===== config.mk =====
export PLATFORM = sky130hd
export DESIGN_NAME = q_episode_sequencer
export DESIGN_NICKNAME = d
export VERILOG_FILES = /design/src/rtl/q_episode_sequencer.sv
export SDC_FILE = /design/constraint.sdc
export NUM_CORES = 1
export LEC_CHECK = 0
export CORE_MARGIN = 10
export CORE_UTILIZATION = 45
export CTS_CLUSTER_SIZE = 24
export DETAILED_ROUTE_END_ITERATION = 8
export PLACE_DENSITY = 0.75
export REMOVE_ABC_BUFFERS = 1
export SLEW_MARGIN = 20
export SYNTH_ARGS = -nofsm -noshare
export SYNTH_HDL_FRONTEND = slang
export SYNTH_SLANG_ARGS = --single-unit

===== constraint.sdc =====
create_clock -name clk -period 3.1 [get_ports clk]
set_clock_uncertainty 0.1 [all_clocks]
set_input_delay 0.31 -clock clk [delete_from_list [all_inputs] [get_ports clk]]
set_output_delay 0.31 -clock clk [all_outputs]
set_load 0.05 [all_outputs]

===== src/rtl/q_episode_sequencer.sv =====
// q_episode_sequencer: epsilon-greedy step/episode controller for the Q-learning maze datapath
//   clk, rst (async, active-high)  | en: run enable, low freezes everything
//   epsilon: explore threshold     | greedy_action/greedy_valid: agent reply to q_req
//   next_state/reward: selector and reward path for (current_state, next_action)
//   q_req, current_state, next_action: step request and registered action
//   q_update, upd_state, upd_reward: one-cycle Q-table update command
//   episode_done, goal_reached, step_count, episode_count: episode bookkeeping
module q_episode_sequencer #(
  parameter int STATE_W     = 6,
  parameter int ACTION_W    = 4,
  parameter int REWARD_W    = 16,
  parameter int EPS_W       = 8,
  parameter int MAX_STEPS   = 64,
  parameter int START_STATE = 0,
  parameter int GOAL_STATE  = 63
) (
  input  logic                clk,
  input  logic                rst,
  input  logic                en,
  input  logic [EPS_W-1:0]    epsilon,
  input  logic [ACTION_W-1:0] greedy_action,
  input  logic                greedy_valid,
  input  logic [STATE_W-1:0]  next_state,
  input  logic [REWARD_W-1:0] reward,
  output logic                q_req,
  output logic [STATE_W-1:0]  current_state,
  output logic [ACTION_W-1:0] next_action,
  output logic                q_update,
  output logic [STATE_W-1:0]  upd_state,
  output logic [REWARD_W-1:0] upd_reward,
  output logic                episode_done,
  output logic                goal_reached,
  output logic [15:0]         step_count,
  output logic [15:0]         episode_count
);
  localparam logic [STATE_W-1:0] START = STATE_W'(START_STATE);
  localparam logic [STATE_W-1:0] GOAL  = STATE_W'(GOAL_STATE);
  localparam logic [15:0]        MAX   = 16'(MAX_STEPS);
  typedef enum logic [2:0] {IDLE, SELECT, MOVE, LATCH, UPDATE, CHECK, DONE} state_t;
  state_t state, state_nxt;
  logic [15:0] lfsr;
  logic [ACTION_W-1:0] action_sel;
  logic accept, explore, greedy_ok;
  assign accept    = state == SELECT && greedy_valid;
  assign explore   = lfsr[7:0] < epsilon;
  assign greedy_ok = greedy_action != '0 && (greedy_action & (greedy_action - ACTION_W'(1))) == '0;
  // a malformed greedy reply falls back to North so the selector always sees a one-hot action
  assign action_sel = explore ? ACTION_W'(1) << lfsr[9:8] : greedy_ok ? greedy_action : ACTION_W'(1);
  always_ff @(posedge clk or posedge rst)
    if (rst) state <= IDLE;
    else if (en) state <= state_nxt;
  always_comb begin
    state_nxt = state;
    case (state)
      IDLE:    state_nxt = SELECT;
      SELECT:  state_nxt = greedy_valid ? MOVE : SELECT;
      MOVE:    state_nxt = LATCH;
      LATCH:   state_nxt = UPDATE;
      UPDATE:  state_nxt = CHECK;
      CHECK:   state_nxt = (current_state == GOAL || step_count == MAX) ? DONE : SELECT;
      DONE:    state_nxt = SELECT;
      default: state_nxt = IDLE;
    endcase
  end
  always_comb begin
    q_req        = state == SELECT;
    q_update     = en && state == UPDATE;
    episode_done = en && state == DONE;
  end
  always_ff @(posedge clk or posedge rst)
    if (rst) begin
      lfsr          <= 16'hACE1;
      current_state <= START;
      next_action   <= ACTION_W'(1);
      upd_state     <= '0;
      upd_reward    <= '0;
      goal_reached  <= 1'b0;
      step_count    <= '0;
      episode_count <= '0;
    end else if (en) begin
      lfsr <= {lfsr[14:0], lfsr[15] ^ lfsr[13] ^ lfsr[12] ^ lfsr[10]};
      if (accept) next_action <= action_sel;
      if (state == LATCH) begin
        upd_state  <= next_state;
        upd_reward <= reward;
        step_count <= step_count + 16'd1;
      end
      if (state == UPDATE) current_state <= upd_state;
      if (state == DONE) begin
        goal_reached  <= current_state == GOAL;
        episode_count <= episode_count + 16'd1;
        step_count    <= '0;
        current_state <= START;
      end
    end
endmodule


Yosys cells after proc, flatten, opt, wreduce, memory -nomap -nowiden

Cells that the tools add are included.

Output and inout bits: 68
Input port bits: 38
Bits in registers: 84

Muxes and demuxes: 9
Reductions and logical operators: 16
$lt $le $gt $ge: 1
Bitwise gates (word level): 4
Shifts and indexed selects: 1
$add $sub $neg: 3
Eq/ne operators: 8

Operators by type and width:

| kind                    | number |
|---|---|
| $add A16 B1 Y16 const B | 2 |
| $mux W16                | 2 |
| $pmux W3 S6             | 1 |
| $eq A16 B7 Y1 const B   | 1 |
| $mux W6                 | 2 |
| $reduce_and A2 Y1       | 5 |
| $eq A3 B3 Y1 const B    | 3 |
| $lt A8 B8 Y1            | 1 |
| $mux W4                 | 2 |
| $eq A3 B2 Y1 const B    | 2 |
| $eq A6 B6 Y1 const B    | 1 |
| $and A4 B4 Y4           | 1 |
| $logic_and A1 B1 Y1     | 4 |
| $logic_not A4 Y1        | 1 |
| $reduce_bool A2 Y1      | 2 |
| $reduce_bool A4 Y1      | 1 |
| $shl A1 B2 Y4 const A   | 1 |
| $sub A4 B1 Y4 const B   | 1 |
| $eq A3 B1 Y1 const B    | 1 |
| $logic_not A3 Y1        | 1 |
| $mux W3                 | 1 |
| $xor A1 B1 Y1           | 3 |
| $mux W2                 | 1 |
| $reduce_or A2 Y1        | 1 |
| $logic_or A1 B1 Y1      | 1 |

Longest topological paths before layout

Gate-level depths: netlist (run 1).

Depth after elaboration: 6
Mapped depth: 7
Gate-level depth less buffers: 7

Worst setup path before layout (run 1)

OpenSTA, ideal clock, no wires.

Path kind: flip-flop to flip-flop
From: register state[0]
To: register next_action[1]
Clock period less this slack: 2685 ps
Slack: 415 ps
Arrival: 2503 ps
Setup time: 82 ps
Cell stages (with the launch flop): 7
Path through: dfrtp_1 -> clkbuf_1 -> nor3b_1 -> and3_1 -> clkbuf_1 -> nor2_1 -> a31oi_1

Word-level cells in the longest chain between the ends: 3

Ends and longest elaborated chain:

| element                            | line | text |
|---|---|---|
| start, declared                    | 40   | `state_t state, state_nxt;` |
| start signal, assigned             | 51   | `else if (en) state <= state_nxt;` |
| $eq A3 B1 Y1                       | n/a  |  |
| net q_req                          | 25   | `output logic q_req,` |
| $logic_and A1 B1 Y1                | 44   | `assign accept = state == SELECT && greedy_valid;` |
| $reduce_and A2 Y1 (no source line) | n/a  |  |
| end signal, assigned               | 82   | `if (accept) next_action <= action_sel;` |
| end, declared                      | 27   | `output logic [ACTION_W-1:0] next_action,` |

The timed path passes the listed nets, and every way through them passes these cells.
A chain may end at the register's enable or synchronous reset.

Final worst setup path (run 1)

From: register state[0]
To: output port q_req

Word-level cells in the longest chain between the ends: 1

Ends and longest elaborated chain:

| element       | line | text |
|---|---|---|
| $eq A3 B1 Y1  | 66   | `q_req = state == SELECT;` |
| end, declared | 25   |  |

No other way between the ends.

==> results.json, run 1 <==
{
  "worst_skew_pair.late_latency_ns": 0.36,
  "rsz0062_at_grt": "no",
  "final_net_count": 499,
  "drive_above_1_share": 0.164,
  "grt_pass1_vias": 2950,
  "startpoint_type": "flip-flop",
  "tns_ns": 0,
  "syn-mean-instance-area_um2": 11.4,
  "hold_buffers": 0,
  "min_path_type": "in2async",
  "slew_violations": 0,
  "yosysUniqueCellTypes": 43,
  "layout_common_cells": "clkdlybuf4s50_1 (103), dfrtp_1 (75), mux2_2 (39)",
  "synth_seq_area_share": 0.540,
  "area_delta_synth_final_pct": 36.1,
  "antenna_cells": 0,
  "design.core.area_mm2": 0.00834,
  "period_share": 0.831,
  "wl_per_cell_um": 16.3,
  "max-cap-violations": 0,
  "clock-root-buffer": "clkbuf_8",
  "ir_drop_mv": 0.716,
  "tightest_slew_ns": 0.704,
  "ant_nets": 0,
  "cts_resized": 0,
  "setup_ws_ns": 0.524,
  "clock-sinks": 84,
  "p_leak_uw": 0.00229,
  "setup_viol": 0,
  "slowest_stage": "clkdlybuf4s50_1",
  "p_per_area_mw_per_mm2": 945,
  "drtIter0Drc": 85,
  "overflow": 0,
  "min_period_ns": 2.58,
  "max_freq_ghz": 0.388,
  "htreeDepth": 3,
  "ys_warn_count": 0,
  "crit_path_start": "state[0]",
  "drc": 0,
  "critical_path_buf_inv_count": 1,
  "first_pass_iters": 4,
  "arrival_ns": 2.17,
  "drt_wl_total_um": 9130,
  "r2r_start": "state[0]",
  "die_area_mm2": 0.0128,
  "path_class": "reg2out",
  "rows": 33,
  "finalHoldViolations": 0,
  "clk_pin_slew_ns": 0.09,
  "cts_post_setup_buffers_inserted": 0,
  "ys_ff_latch": 84,
  "worstPathCellList": "nor3b_1 -> clkdlybuf4s50_1",
  "cts_tree": "built",
  "track_usage": 0.142,
  "grt_max_degree": 45,
  "post-place-ws_ns": 0.703,
  "max_slew_margin": 0.530,
  "cts_buffers": 9,
  "status": "complete, no violations",
  "crit_family": "buffers and inverters",
  "synth_area_mm2": 0.00391,
  "die_h_um": 113,
  "die_w_um": 113,
  "place_congestion": 0.823,
  "start_util": 0.469,
  "final_common_cell": "clkdlybuf4s50_1",
  "synthCells": 344,
  "grt_pass1_wl_um": 15000,
  "cp_slowest_stage_delay_ns": 0.88,
  "required_ns": 2.69,
  "routed_via_density": 5.14,
  "antenna_found_initial": 0,
  "setup.worst_path.end_class": "output pin",
  "io_pins": 106,
  "portBuffers": 105,
  "cts_buffer_depth": 2,
  "place_hpwl_um": 6910,
  "vias": 2886,
  "critPathMaxFanout": 12
}
==> area by class of cell <==
cell class                 count  area (µm²)
sequential                    84        2110
clock buffer                  12         145
clock inverter                 4        75.1
fill                         699        3020
timing repair buffer         110        1120
multi-input combinational    231        1680
inverter                      15        57.6
tap                          105         131
==> where the power goes <==
part | switching [µW] | internal (µW) | total [µW]
sequential | 328 | 1500 | 1830
combinational | 1420 | 921 | 2340
clock | 387 | 477 | 864
==> per-stage QoR <==
stage / util / instances / area (µm²) / total power, µW / hold WS [ns]
6_report: 0.638 / 561 / 5320 / 5030 / 0.254
5_1_grt: 0.638 / 561 / 5320 / 5320 / 0.312
4_1_cts: 0.638 / 561 / 5320 / 5090 / 0.275
3_5_place_dp: 0.612 / 545 / 5100 / 4210 / 0.372
3_3_place_gp: 0.612 / 545 / 5100 / 4140 / 0.361
2_1_floorplan: - / 330 / 3850 / 3370 / 0.260
==> cell usage after synthesis, drive strengths merged <==
cell    number  share of area
dfrtp       75           0.48
o21bai       1         0.0019
buf          5         0.0070
nor4b        2         0.0045
nor4         3         0.0048
nor2        29          0.028
mux2        39           0.11
a21oi        8          0.010
mux2i        2         0.0051
o22ai        1         0.0016
nand3b       2         0.0038
xnor2       18          0.040
or4          2         0.0038
o21ai       12          0.015
dfstp        9          0.060
nand3       10          0.013
or3          3         0.0048
xor2        14          0.031
nand2       32          0.031
a21o         1         0.0019
nor3b        4         0.0077
and3         5         0.0080
a31oi        3         0.0064
a22o         3         0.0067
or4b         1         0.0035
and4         2         0.0045
clkbuf       9         0.0086
inv         15          0.014
nand2b       5         0.0080
and2         1         0.0016
o31ai        1         0.0019
and4b        2         0.0061
nand4        7          0.015
nor3         3         0.0051
o211ai       1         0.0019
a2111o       1         0.0029
ha          10          0.032
nor2b        3         0.0048
==> cells by family after synthesis <==
logic type                 share of synthesized area
and+or+nand+nor                                0.157
DFF                                            0.540
muxes                                          0.117
AOI/OAI and AO/OA                             0.0509
xor gates and xnor gates                      0.0717
buffers and inverters                         0.0301
adders and majority gates                     0.0320
==> worst register-to-register path, delay by kind of cell (launching register included) <==
| kind | cells | cell delay (ns) |
|---|---|---|
| XOR/XNOR | 1 | 0.15 |
| flip-flops | 1 | 0.51 |
| AND/OR/NAND/NOR | 4 | 1.29 |
==> final timing paths <==
| check | cells past startpoint | to | slack, ns |
|---|---|---|---|
| max reg2reg | 5 | episode_count[15] | 0.99 |
| min reg2reg | 1 | episode_count[15] | 0.38 |
| min | 2 | upd_reward[10] | 0.25 |
| max in group asynchronous | 3 | step_count[7] | 1.97 |
| max | 2 | q_req | 0.52 |
| min in group clk | 1 | episode_count[15] | 0.38 |
==> state kept, by name, summed over array words and instances (netlist names) <==
signal         flops
goal_reached       1
lfsr              16
step_count        16
upd_reward        16
current_state      6
state              3
next_action        4
episode_count     16
upd_state          6
==> layer usage <==
layer	share of wire	wire, µm	GRT usage
met3	0.089	812	0.0687
met1	0.41	3710	0.164
met4	0.011	98	0.0355
met5	0	0	0
met2	0.49	4500	0.231
Note: power is estimated with default switching activity, not from simulation.
==> run 2: changes to the inputs <==
- clock period: 3.1 -> 2.4 ns (I/O delays scaled with it)
==> results.json, run 2 (synthesized netlist as in run 1, its figures left out) <==
{
  "startpoint_type": "flip-flop",
  "place_congestion": 0.825,
  "antenna_found_initial": 0,
  "min_path_type": "in2async",
  "design.core.area_mm2": 0.00834,
  "setup_viol": 0,
  "arrival_ns": 1.70,
  "area_delta_synth_final_pct": 37.1,
  "cts_resized": 0,
  "power_uw": 6500,
  "critical_path_buf_inv_count": 1,
  "dr_wl_met3_um": 687,
  "grt_pass1_wl_um": 15200,
  "max_freq_ghz": 0.489,
  "ant_nets": 0,
  "clk_pin_slew_ns": 0.09,
  "cts_buffer_depth": 2,
  "ir_drop_mv": 0.868,
  "drc": 0,
  "antenna_cells": 0,
  "htreeDepth": 3,
  "p_per_area_mw_per_mm2": 1210,
  "fin_area_mm2": 0.00536,
  "required_ns": 2.06,
  "io_pins": 106,
  "track_usage": 0.143,
  "path_class": "reg2out",
  "rows": 33,
  "post-place-ws_ns": 0.0841,
  "slew_violations": 0,
  "wl_met2_um": 4640,
  "die_h_um": 113,
  "clock-sinks": 84,
  "portBuffers": 105,
  "grt_max_degree": 85,
  "placed_area_mm2": 0.00514,
  "die_w_um": 113,
  "drt_wl_total_um": 9250,
  "final_net_count": 505,
  "crit_family": "buffers and inverters",
  "setup_ws_ns": 0.356,
  "first_pass_iters": 4,
  "layout_common_cells": "clkdlybuf4s50_1 (102), dfrtp_1 (75), mux2_2 (39)",
  "cp_slowest_stage_delay_ns": 0.81,
  "min_period_ns": 2.04,
  "slowest_stage": "clkdlybuf4s50_1",
  "start_util": 0.469,
  "topRoutingLayerUsed": "met4",
  "max_slew_margin": 0.635,
  "overflow": 0,
  "worstPathCellList": "clkdlybuf4s50_1",
  "routed_via_density": 5.22,
  "cts_post_setup_buffers_inserted": 0,
  "setup.worst_path.end_class": "output pin",
  "status": "complete, no violations",
  "worst_skew_pair.late_latency_ns": 0.34,
  "wl_per_cell_um": 16.3,
  "hold_buffers": 0,
  "rsz0062_at_grt": "no",
  "die_area_mm2": 0.0128,
  "tightest_slew_ns": 0.546,
  "p_leak_uw": 0.00232,
  "met1Wirelength_um": 3820,
  "clock-root-buffer": "clkbuf_8",
  "critPathMaxFanout": 2,
  "drive_above_1_share": 0.180,
  "drtIter0Drc": 133,
  "finalHoldViolations": 0,
  "grt_pass1_vias": 3043,
  "cts_buffers": 9,
  "tns_ns": 0,
  "final_common_cell": "clkdlybuf4s50_1",
  "max-cap-violations": 0,
  "cts_tree": "built",
  "period_share": 0.852,
  "place_hpwl_um": 7060,
  "vias": 2961
}
run 2: stage by stage:
step | utilization | hold slack, ns | instances
global placement | 0.617 | 0.359 | 551
global route | 0.643 | 0.234 | 567
detailed placement | 0.617 | 0.359 | 551
CTS | 0.643 | 0.218 | 567
floorplan | - | 0.190 | 330
finish | 0.643 | 0.202 | 567
run 2: routing by layer:
layer / global-route usage / vias to the layer above
met3: 0.0502 / 10
met1: 0.164 / 1468
met5: 0 / -
met2: 0.243 / 73
li1: - / 1410
met4: 0.0508 / 0
run 2: report_power, final:
group	leakage (µW)	switching [µW]	total, µW	internal (µW)
logic	0.00117	1880	3100	1220
clock network	0.000102	506	1090	587
registers	0.00104	370	2310	1940
run 2: worst paths after layout:
check                                  start           endpoint  slack, ns  depth (start not counted)
max in group asynchronous                rst            lfsr[6]       1.63                          3
hold reg to reg            episode_count[15]  episode_count[15]       0.37                          1
min in group clk           episode_count[15]  episode_count[15]       0.37                          1
setup reg to reg                     lfsr[1]     next_action[2]       0.44                          5
hold / removal                           rst     upd_reward[14]       0.20                          3
setup / recovery              next_action[0]     next_action[0]       0.36                          1
run 2: worst register-to-register path: cells and delay by family, from the launching register on:
| family | cells | cell delay, ns |
|---|---|---|
| multiplexers | 1 | 0.23 |
| flip-flops | 1 | 0.41 |
| adder cells (fa/ha/maj) | 1 | 0.29 |
| AO/OA/AOI/OAI | 3 | 0.82 |
run 2: final cells by class:
class | instances | area, µm²
Clock buffer | 10 | 128
Clock inverter | 6 | 88.8
Fill cell | 680 | 2980
Inverter | 15 | 57.6
Multi-Input combinational cell | 231 | 1680
Sequential cell | 84 | 2110
Tap cell | 105 | 131
Timing Repair Buffer | 116 | 1160
==> run 3: changes to the inputs <==
- CORE_UTILIZATION: 45 -> 48
- PLACE_DENSITY: 0.75 -> 0.8
==> results.json, run 3 (synthesized netlist as in run 1, its figures left out) <==
{
  "vias": 2913,
  "max_freq_ghz": 0.488,
  "slew_violations": 0,
  "critical_path_buf_inv_count": 1,
  "final_common_cell": "clkdlybuf4s50_1",
  "area_delta_synth_final_pct": 36.1,
  "r2r_start": "lfsr[1]",
  "startpoint_type": "flip-flop",
  "drc": 0,
  "rsz0062_at_grt": "no",
  "worstPathCellList": "clkdlybuf4s50_1",
  "period_share": 0.855,
  "max-cap-violations": 0,
  "arrival_ns": 1.71,
  "cts_tree": "built",
  "cts_post_setup_buffers_inserted": 0,
  "place_hpwl_um": 7020,
  "cts_resized": 0,
  "antenna_cells": 0,
  "overflow": 0,
  "worst_skew_pair.late_latency_ns": 0.36,
  "portBuffers": 105,
  "clk_pin_slew_ns": 0.10,
  "slowest_stage": "clkdlybuf4s50_1",
  "drt_wl_total_um": 9300,
  "hold_buffers": 0,
  "track_usage": 0.158,
  "utilization": 0.682,
  "htreeDepth": 3,
  "min_period_ns": 2.05,
  "antenna_found_initial": 0,
  "die_h_um": 110,
  "design.core.area_mm2": 0.00781,
  "ant_nets": 0,
  "grt_pass1_wl_um": 15200,
  "critPathMaxFanout": 7,
  "crit_family": "buffers and inverters",
  "placed_area_mm2": 0.00515,
  "min_path_type": "in2async",
  "wl_per_cell_um": 16.5,
  "drtIter0Drc": 102,
  "status": "complete, no violations",
  "multi_input_area_mm2": 0.00168,
  "post-place-ws_ns": 0.0899,
  "cts_buffer_depth": 2,
  "tightest_slew_ns": 0.557,
  "p_leak_uw": 0.00230,
  "grt_pass1_vias": 3091,
  "max_slew_margin": 0.628,
  "rrSetupSlack_ns": 0.44,
  "r2r_cells": 5,
  "first_pass_iters": 4,
  "fillCellCount": 619,
  "io_pins": 106,
  "rows": 32,
  "ir_drop_mv": 0.878,
  "setup_viol": 0,
  "drive_above_1_share": 0.180,
  "layout_common_cells": "clkdlybuf4s50_1 (102), dfrtp_1 (75), mux2_2 (39)",
  "die_area_mm2": 0.0122,
  "setup_ws_ns": 0.349,
  "finalHoldViolations": 0,
  "fin_area_mm2": 0.00532,
  "cp_slowest_stage_delay_ns": 0.89,
  "final_net_count": 504,
  "p_per_area_mw_per_mm2": 1190,
  "routed_via_density": 5.17,
  "start_util": 0.501,
  "path_class": "reg2out",
  "required_ns": 2.06,
  "reg2reg_to": "next_action[2]",
  "setup.worst_path.end_class": "output pin",
  "clock-sinks": 84,
  "grt_max_degree": 85,
  "tns_ns": 0,
  "die_w_um": 110,
  "cts_buffers": 9,
  "regArea_mm2": 0.00211,
  "clock-root-buffer": "clkbuf_8",
  "place_congestion": 0.829
}
run 3: changes by cell type in the layout (fill, tap and decap cells not counted):
cell / delta
inv_6: +1
bufinv_16: -2
buf_4: -2
clkinvlp_4: -1
clkbuf_1: -1
buf_12: +1
clkinv_4: +2
clkinv_2: +1
run 3: per-stage QoR:
stage / cells / hold slack (ns) / total power [µW]
after detailed placement: 547 / 0.362 / 5490
after floorplan: 330 / 0.190 / 4360
after global placement: 547 / 0.356 / 5380
after CTS: 563 / 0.222 / 6410
after global routing: 563 / 0.252 / 6720
final: 563 / 0.193 / 6350
run 3: worst register-to-register path, delay by kind of cell (launching register included):
kind	cells	cell delay [ns]
flip-flops	1	0.40
adder cells (fa/ha/maj)	1	0.28
AO/OA/AOI/OAI	3	0.82
multiplexers	1	0.23
run 3: how the worst max path moves through the flow:
stage	start	end	slack [ns]	depth (start not counted)
after global routing	en	q_update	0.26	6
after global placement	epsilon[1]	next_action[2]	0.13	7
after floorplan	rst	current_state[0]	-0.09	1
after CTS	next_action[0]	next_action[0]	0.34	1
final	step_count[3]	step_count[3]	0.35	1
after detailed placement	epsilon[1]	next_action[2]	0.09	7
run 3: power by group:
part	internal, µW	switching [µW]	total (µW)
sequential	1940	376	2320
combinational	1220	1890	3110
clock	381	540	921
run 3: final cells by class:
type,count,share of cell area
Inverter,15,0.0108
Tap cell,102,0.0240
Clock inverter,7,0.00987
Sequential cell,84,0.397
Clock buffer,9,0.0233
Multi-Input combinational cell,231,0.315
Timing Repair Buffer,115,0.220
run 3: per-layer routing:
metal  routed length, µm  track usage
met1                3640        0.185
met2                4780        0.261
met3                 779       0.0604
met4                 107       0.0550
met5                   0            0
